`config.mk`:
```
export PLATFORM = sky130hd
export DESIGN_NAME = distortion_pipelined
export DESIGN_NICKNAME = d
export VERILOG_FILES = /design/src/rtl/distortion_pipelined.sv
export SDC_FILE = /design/constraint.sdc
export NUM_CORES = 2
export LEC_CHECK = 0
export BUFFER_PORTS_ARGS = -buffer_cell sky130_fd_sc_hd__buf_2
export CORE_MARGIN = 2
export CORE_UTILIZATION = 60
export CTS_CLUSTER_SIZE = 8
export DETAILED_ROUTE_END_ITERATION = 8
export HOLD_SLACK_MARGIN = 0.05
export MAX_ROUTING_LAYER = met4
export PLACE_DENSITY_LB_ADDON = 0.3
export RECOVER_POWER = 25
export SETUP_SLACK_MARGIN = 0.02
export SLEW_MARGIN = 20
export SYNTH_ARGS = -nofsm -noshare
export SYNTH_HDL_FRONTEND = slang
export SYNTH_SLANG_ARGS = --single-unit
```
`constraint.sdc`:
```
create_clock -name clk -period 21.5 [get_ports clk]
set_clock_uncertainty 0.1 [all_clocks]
set_input_delay 3.225 -clock clk [delete_from_list [all_inputs] [get_ports clk]]
set_output_delay 3.225 -clock clk [all_outputs]
set_load 0.02 [all_outputs]
```
`src/rtl/distortion_pipelined.sv`:
```
// Multi-channel distortion stage: per-channel smoothed gain, selectable waveshaper,
// three-stage valid/ready pipeline with time-multiplexed channels.
module distortion_pipelined #(
  parameter int BITS_PER_LEVEL = 12,
  parameter int DATA_W         = 16,
  parameter int CHANNELS       = 2,
  parameter int RAMP_SHIFT     = 4,
  parameter int CH_W           = (CHANNELS > 1) ? $clog2(CHANNELS) : 1
) (
  input  logic                     clk,
  input  logic                     rst,
  input  logic                     in_valid,
  output logic                     in_ready,
  input  logic signed [DATA_W-1:0] in_sample,
  input  logic [CH_W-1:0]          in_chan,
  input  logic signed [DATA_W-1:0] gain,
  input  logic [1:0]               mode,
  output logic                     out_valid,
  input  logic                     out_ready,
  output logic signed [DATA_W-1:0] out_sample,
  output logic [CH_W-1:0]          out_chan,
  output logic                     clip_flag
);

  localparam int P_W = 2 * DATA_W;
  localparam logic signed [P_W-1:0] ONE     = {{(P_W-1){1'b0}}, 1'b1} <<< BITS_PER_LEVEL;
  localparam logic signed [P_W-1:0] HALF    = ONE >>> 1;
  localparam logic signed [P_W-1:0] SAT_MAX = {{(P_W-DATA_W+1){1'b0}}, {(DATA_W-1){1'b1}}};
  localparam logic signed [P_W-1:0] SAT_MIN = ~SAT_MAX;

  function automatic logic signed [P_W-1:0] clamp_val(input logic signed [P_W-1:0] x,
                                                      input logic signed [P_W-1:0] lo,
                                                      input logic signed [P_W-1:0] hi);
    if (x > hi) begin
      clamp_val = hi;
    end else if (x < lo) begin
      clamp_val = lo;
    end else begin
      clamp_val = x;
    end
  endfunction

  logic                     adv_s;
  logic                     accept_s;
  logic signed [DATA_W-1:0] g_cur_r [CHANNELS];
  logic signed [DATA_W-1:0] g_sel_s;
  logic signed [DATA_W:0]   diff_s;
  logic signed [DATA_W:0]   step_s;
  logic signed [DATA_W-1:0] g_upd_s;
  logic signed [P_W-1:0]    prod_s;
  logic signed [P_W-1:0]    p_s;

  logic                     s1_valid_r;
  logic signed [P_W-1:0]    s1_p_r;
  logic signed [DATA_W-1:0] s1_x_r;
  logic [1:0]               s1_mode_r;
  logic [CH_W-1:0]          s1_chan_r;

  logic signed [P_W-1:0]    xc_s;
  logic signed [P_W-1:0]    sq_s;
  logic signed [P_W-1:0]    cube_s;
  logic signed [P_W-1:0]    y_s;
  logic                     clip_s;

  logic                     s2_valid_r;
  logic signed [P_W-1:0]    s2_y_r;
  logic                     s2_clip_r;
  logic [CH_W-1:0]          s2_chan_r;

  logic signed [DATA_W-1:0] sat_s;
  logic                     sat_hit_s;

  assign adv_s    = !out_valid || out_ready;
  assign in_ready = adv_s;
  assign accept_s = in_valid && adv_s;

  // The product uses the gain before this accept's ramp step.
  assign g_sel_s = g_cur_r[in_chan];
  assign prod_s  = in_sample * g_sel_s;
  assign p_s     = prod_s >>> BITS_PER_LEVEL;
  assign diff_s  = {gain[DATA_W-1], gain} - {g_sel_s[DATA_W-1], g_sel_s};
  assign step_s  = diff_s >>> RAMP_SHIFT;

  // Next gain for the accepted channel; small differences still move by one LSB.
  always_comb begin
    g_upd_s = g_sel_s;
    if (diff_s == {(DATA_W+1){1'b0}}) begin
      g_upd_s = g_sel_s;
    end else if (step_s == {(DATA_W+1){1'b0}}) begin
      if (diff_s[DATA_W]) begin
        g_upd_s = g_sel_s - {{(DATA_W-1){1'b0}}, 1'b1};
      end else begin
        g_upd_s = g_sel_s + {{(DATA_W-1){1'b0}}, 1'b1};
      end
    end else begin
      g_upd_s = g_sel_s + step_s[DATA_W-1:0];
    end
  end

  // Per-channel gain state.
  always_ff @(posedge clk) begin
    if (rst) begin
      for (int i = 0; i < CHANNELS; i++) begin
        g_cur_r[i] <= ONE[DATA_W-1:0];
      end
    end else if (accept_s) begin
      g_cur_r[in_chan] <= g_upd_s;
    end
  end

  // Stage 1: scaled sample plus side-band fields.
  always_ff @(posedge clk) begin
    if (rst) begin
      s1_valid_r <= 1'b0;
      s1_p_r     <= {P_W{1'b0}};
      s1_x_r     <= {DATA_W{1'b0}};
      s1_mode_r  <= 2'd0;
      s1_chan_r  <= {CH_W{1'b0}};
    end else if (adv_s) begin
      s1_valid_r <= accept_s;
      if (accept_s) begin
        s1_p_r    <= p_s;
        s1_x_r    <= in_sample;
        s1_mode_r <= mode;
        s1_chan_r <= in_chan;
      end
    end
  end

  // Waveshaper on the stage-1 value.
  always_comb begin
    xc_s   = clamp_val(s1_p_r, -ONE, ONE);
    sq_s   = (xc_s * xc_s) >>> BITS_PER_LEVEL;
    cube_s = (sq_s * xc_s) >>> BITS_PER_LEVEL;
    y_s    = {{(P_W-DATA_W){s1_x_r[DATA_W-1]}}, s1_x_r};
    clip_s = 1'b0;
    case (s1_mode_r)
      2'd0: begin
        y_s    = {{(P_W-DATA_W){s1_x_r[DATA_W-1]}}, s1_x_r};
        clip_s = 1'b0;
      end
      2'd1: begin
        y_s    = xc_s;
        clip_s = (xc_s != s1_p_r);
      end
      2'd2: begin
        y_s    = xc_s + (xc_s >>> 1) - (cube_s >>> 1);
        clip_s = (xc_s != s1_p_r);
      end
      2'd3: begin
        y_s    = clamp_val(s1_p_r, -HALF, ONE);
        clip_s = (y_s != s1_p_r);
      end
      default: begin
        y_s    = {{(P_W-DATA_W){s1_x_r[DATA_W-1]}}, s1_x_r};
        clip_s = 1'b0;
      end
    endcase
  end

  // Stage 2: shaped value.
  always_ff @(posedge clk) begin
    if (rst) begin
      s2_valid_r <= 1'b0;
      s2_y_r     <= {P_W{1'b0}};
      s2_clip_r  <= 1'b0;
      s2_chan_r  <= {CH_W{1'b0}};
    end else if (adv_s) begin
      s2_valid_r <= s1_valid_r;
      if (s1_valid_r) begin
        s2_y_r    <= y_s;
        s2_clip_r <= clip_s;
        s2_chan_r <= s1_chan_r;
      end
    end
  end

  // Saturation to the output width.
  always_comb begin
    sat_s     = s2_y_r[DATA_W-1:0];
    sat_hit_s = 1'b0;
    if (s2_y_r > SAT_MAX) begin
      sat_s     = SAT_MAX[DATA_W-1:0];
      sat_hit_s = 1'b1;
    end else if (s2_y_r < SAT_MIN) begin
      sat_s     = SAT_MIN[DATA_W-1:0];
      sat_hit_s = 1'b1;
    end else begin
      sat_s     = s2_y_r[DATA_W-1:0];
      sat_hit_s = 1'b0;
    end
  end

  // Stage 3: registered outputs, held while stalled.
  always_ff @(posedge clk) begin
    if (rst) begin
      out_valid  <= 1'b0;
      out_sample <= {DATA_W{1'b0}};
      out_chan   <= {CH_W{1'b0}};
      clip_flag  <= 1'b0;
    end else if (adv_s) begin
      out_valid <= s2_valid_r;
      if (s2_valid_r) begin
        out_sample <= sat_s;
        out_chan   <= s2_chan_r;
        clip_flag  <= s2_clip_r | sat_hit_s;
      end
    end
  end

endmodule
```
==> load_flow_metrics.sql <==
INSERT INTO impl_metrics (metric_group, metric, value, unit) VALUES
('clocking', 'cts.htree.levels', '4', ''),
('synthesis', 'ys.flop_type', 'dfxtp_1', ''),
('timing', 'clock_period_minus_final_worst_setup_slack', '20.11', 'ns'),
('worst_setup_path', 'worstPathArrival', '20.30', 'ns'),
('worst_setup_path', 'timing.critical_path.from', 's1_p_r[14]', ''),
('global_route', 'antenna_found_initial', '1', ''),
('finish', 'leading_cell_type_in_the_layout_fill_and_taps_excluded', 'inv_1', ''),
('status', 'violations', 'capacitance limit, slew limit', ''),
('drt', 'initialDrtViolationCount', '2600', ''),
('timing', 'max_slew.worst_pin.slew', '2.37', 'ns'),
('clocking', 'cts_max_path_buffers', '2', ''),
('clocking', 'cts_hold_buffers', '0', ''),
('finish', 'area_delta_synth_final', '4.30', '%'),
('clocking', 'worstSkewPairLatency', '0.44', 'ns'),
('worst_setup_path', 'cp.buffers_inverters', '11', ''),
('clocking', 'total_setup_buffers_inserted_after_cts', '0', ''),
('status', 'run_status', 'finished with violations', ''),
('drt', 'detail_route.first_pass.iterations', '6', ''),
('worst_setup_path', 'critical_path.max_fanout', '49', ''),
('finish', 'area_of_the_multi_input_gates', '34600', 'um^2'),
('synthesis', 'post_synth_instance_area', '42400', 'um^2'),
('timing', 'final_setup_violations', '0', ''),
('synthesis', 'synth_area_per_cell', '8.91', 'um^2'),
('worst_setup_path', 'rr_startpoint', 's1_p_r[14]', ''),
('drt', 'final_antenna_net_count', '0', ''),
('worst_hold_path', 'timing.hold.worst.start', 's1_x_r[8]', ''),
('global_route', 'grt_pass1_wl', '186000', 'um'),
('synthesis', 'async_reset_ff_share', '0', '%'),
('synthesis', 'count_of_distinct_cell_types_in_the_synthesized_netlist', '93', ''),
('drt', 'vias_per_cell', '5.65', ''),
('timing', 'report.final.hold_viol_count', '0', ''),
('synthesis', 'net_count_after_synthesis', '6122', ''),
('timing', 'min_period_over_period', '93.5', '%'),
('timing', 'maxSlewHeadroom', '-58.0', '%'),
('placement', 'hpwlAfterDp', '91100', 'um'),
('worst_setup_path', 'worst_path_dominant_cell_family', 'adder cells', ''),
('clocking', 'post_cts_resize_count', '0', ''),
('worst_setup_path', 'peak_per_stage_delay_on_the_critical_path', '0.86', 'ns'),
('die', 'chipWidth', '270', 'um'),
('global_route', 'global_route.usage.total', '33.9', '%'),
('worst_setup_path', 'worst_ep_required_time', '21.69', 'ns'),
('finish', 'mostFrequentLayoutCells', '1139 x inv_1, 955 x fa_1, 583 x nand2_1', ''),
('clocking', 'tritoncts', 'done', ''),
('synthesis', 'yosys_register_bits', '126', ''),
('die', 'die_height', '270', 'um'),
('clocking', 'clk_pin_slew_worst_paths', '0.07', 'ns'),
('finish', 'fillerInstances', '5870', ''),
('timing', 'finalSetupTns', '0', 'ns'),
('global_route', 'grt_overflow_total', '0', ''),
('placement', 'numPortBuffers', '58', ''),
('drt', 'vias', '32000', ''),
('timing', 'fmax', '49.7', 'MHz'),
('finish', 'drive_gt1_share', '4.19', '%'),
('worst_setup_path', 'critical_path.endpoint_type', 'flop', ''),
('clocking', 'numCtsBuffers', '17', ''),
('die', 'floorplan.rows', '97', ''),
('synthesis', 'yosysWarningCount', '0', ''),
('finish', 'area.sequential', '2840', 'um^2'),
('clocking', 'tritoncts_num_sinks', '126', ''),
('drt', 'route.detailed.drc', '0', ''),
('clocking', 'cts.root.buffer_cell', 'clkbuf_16', ''),
('worst_setup_path', 'criticalPathCategory', 'flop to flop', ''),
('synthesis', 'synth-seq-area-share', '6.70', '%'),
('global_route', 'grt_start_max_net_pins', '78', ''),
('run', 'max-cap-violations', '1', ''),
('worst_hold_path', 'timing.hold.worst.class', 'flop to flop', ''),
('placement', 'gp_congestion', '0.984', ''),
('die', 'i_o_pins', '59', ''),
('drt', 'routedWlPerCell', '19.9', 'um'),
('synthesis', 'count_of_flip_flops_with_a_built_in_enable_after_synthesis', '32', ''),
('timing', 'max_slew_vio_count', '43', ''),
('global_route', 'first_global_vias', '34600', ''),
('worst_setup_path', 'critPathSlowestCell', 'dfxtp_1', ''),
('worst_setup_path', 'worstSetupStartpointType', 'flop', ''),
('worst_setup_path', 'timing.critical_path.mode_cell', 'fa_1', ''),
('drt', 'drt_wl_total', '113000', 'um'),
('die', 'die-area', '72900', 'um^2'),
('timing', 'grt_setup_unrepaired', 'no', ''),
('synthesis', 'number_of_cells_produced_by_synthesis', '4764', ''),
('die', 'core', '70000', 'um^2'),
('finish', 'final_nets', '6073', ''),
('die', 'floorplan.initialDensity', '60.6', '%');
==> registers in the layout, summed over array words and instances (netlist names), 2 cells and up <==
signal / cells
s1_mode_r: 2
s2_y_r: 32
s1_p_r: 20
g_cur_r: 32
s1_x_r: 16
out_sample: 16
==> final timing paths <==
path         slack [ns]    endpoint  cells past startpoint
min                0.36   s1_x_r[8]                      2
min reg2reg        0.36   s1_x_r[8]                      2
max                1.39  s2_y_r[30]                     70
max reg2reg        1.39  s2_y_r[30]                     70
==> cell usage after synthesis, drive strengths merged (12+ instances only) <==
cell | instances | share of area [%]
inv | 1142 | 10
fa | 955 | 45
nand2 | 583 | 5.2
ha | 364 | 11
nor2 | 316 | 2.8
a21oi | 174 | 2.1
clkbuf | 155 | 1.4
and2 | 133 | 2.0
xnor2 | 128 | 2.6
dfxtp | 94 | 4.4
and3 | 84 | 1.2
o21ai | 78 | 0.93
xor2 | 44 | 0.95
a21o | 41 | 0.73
nor2b | 39 | 0.57
nor3 | 37 | 0.47
edfxtp | 32 | 2.3
buf | 31 | 0.32
nand2b | 30 | 0.44
nand3 | 28 | 0.34
or2 | 23 | 0.34
o211ai | 21 | 0.37
or3 | 21 | 0.31
mux2i | 17 | 0.40
o21bai | 17 | 0.33
a211oi | 16 | 0.29
o21a | 16 | 0.28
nand4 | 15 | 0.22
a31oi | 12 | 0.23
==> tightest hold or removal path, cell delays in order (launching register included) <==
cell     delay [ns]
dfxtp_1        0.31
nand2_1        0.05
a21oi_1        0.05
==> final cells by class <==
cell class	instances	share of cell area (%)
sequential	126	6.42
multi-input combinational	3305	78.2
clock inverter	15	0.382
clock buffer	17	0.961
inverter	1147	9.72
antenna	2	0.0113
tap	940	2.66
timing repair buffer	118	1.61
==> stage by stage <==
step | hold slack [ns] | setup WS [ns] | instance area [um^2] | util, % | instances
floorplan | 0.332 | 4.51 | 42400 | - | 4764
global placement | 0.340 | 1.98 | 43700 | 62.4 | 5636
detailed placement | 0.344 | 1.80 | 43700 | 62.4 | 5636
CTS | 0.359 | 1.79 | 44300 | 63.2 | 5668
global route | 0.377 | 0.326 | 44300 | 63.2 | 5669
finish | 0.357 | 1.39 | 44300 | 63.2 | 5670
==> cells by family after synthesis <==
family	after synthesis	share of synthesized area, %
buf+inv	1333	11.8
simple gates	1344	14.5
fa+ha+maj	1319	55.8
xor+xnor	175	3.76
flops	126	6.70
mux	30	0.799
compound gates	437	6.60
==> routing by layer <==
layer,track usage [%],wire length [um],vias to the layer above
met1,43.7,44200,16100
met4,11.9,4870,0
met5,-,0,-
met3,7.76,11500,292
met2,52.8,52300,1431
li1,-,-,14200
Power is not shown: default switching activity piles up to over one toggle a cycle in this logic, so the estimate is an artifact.
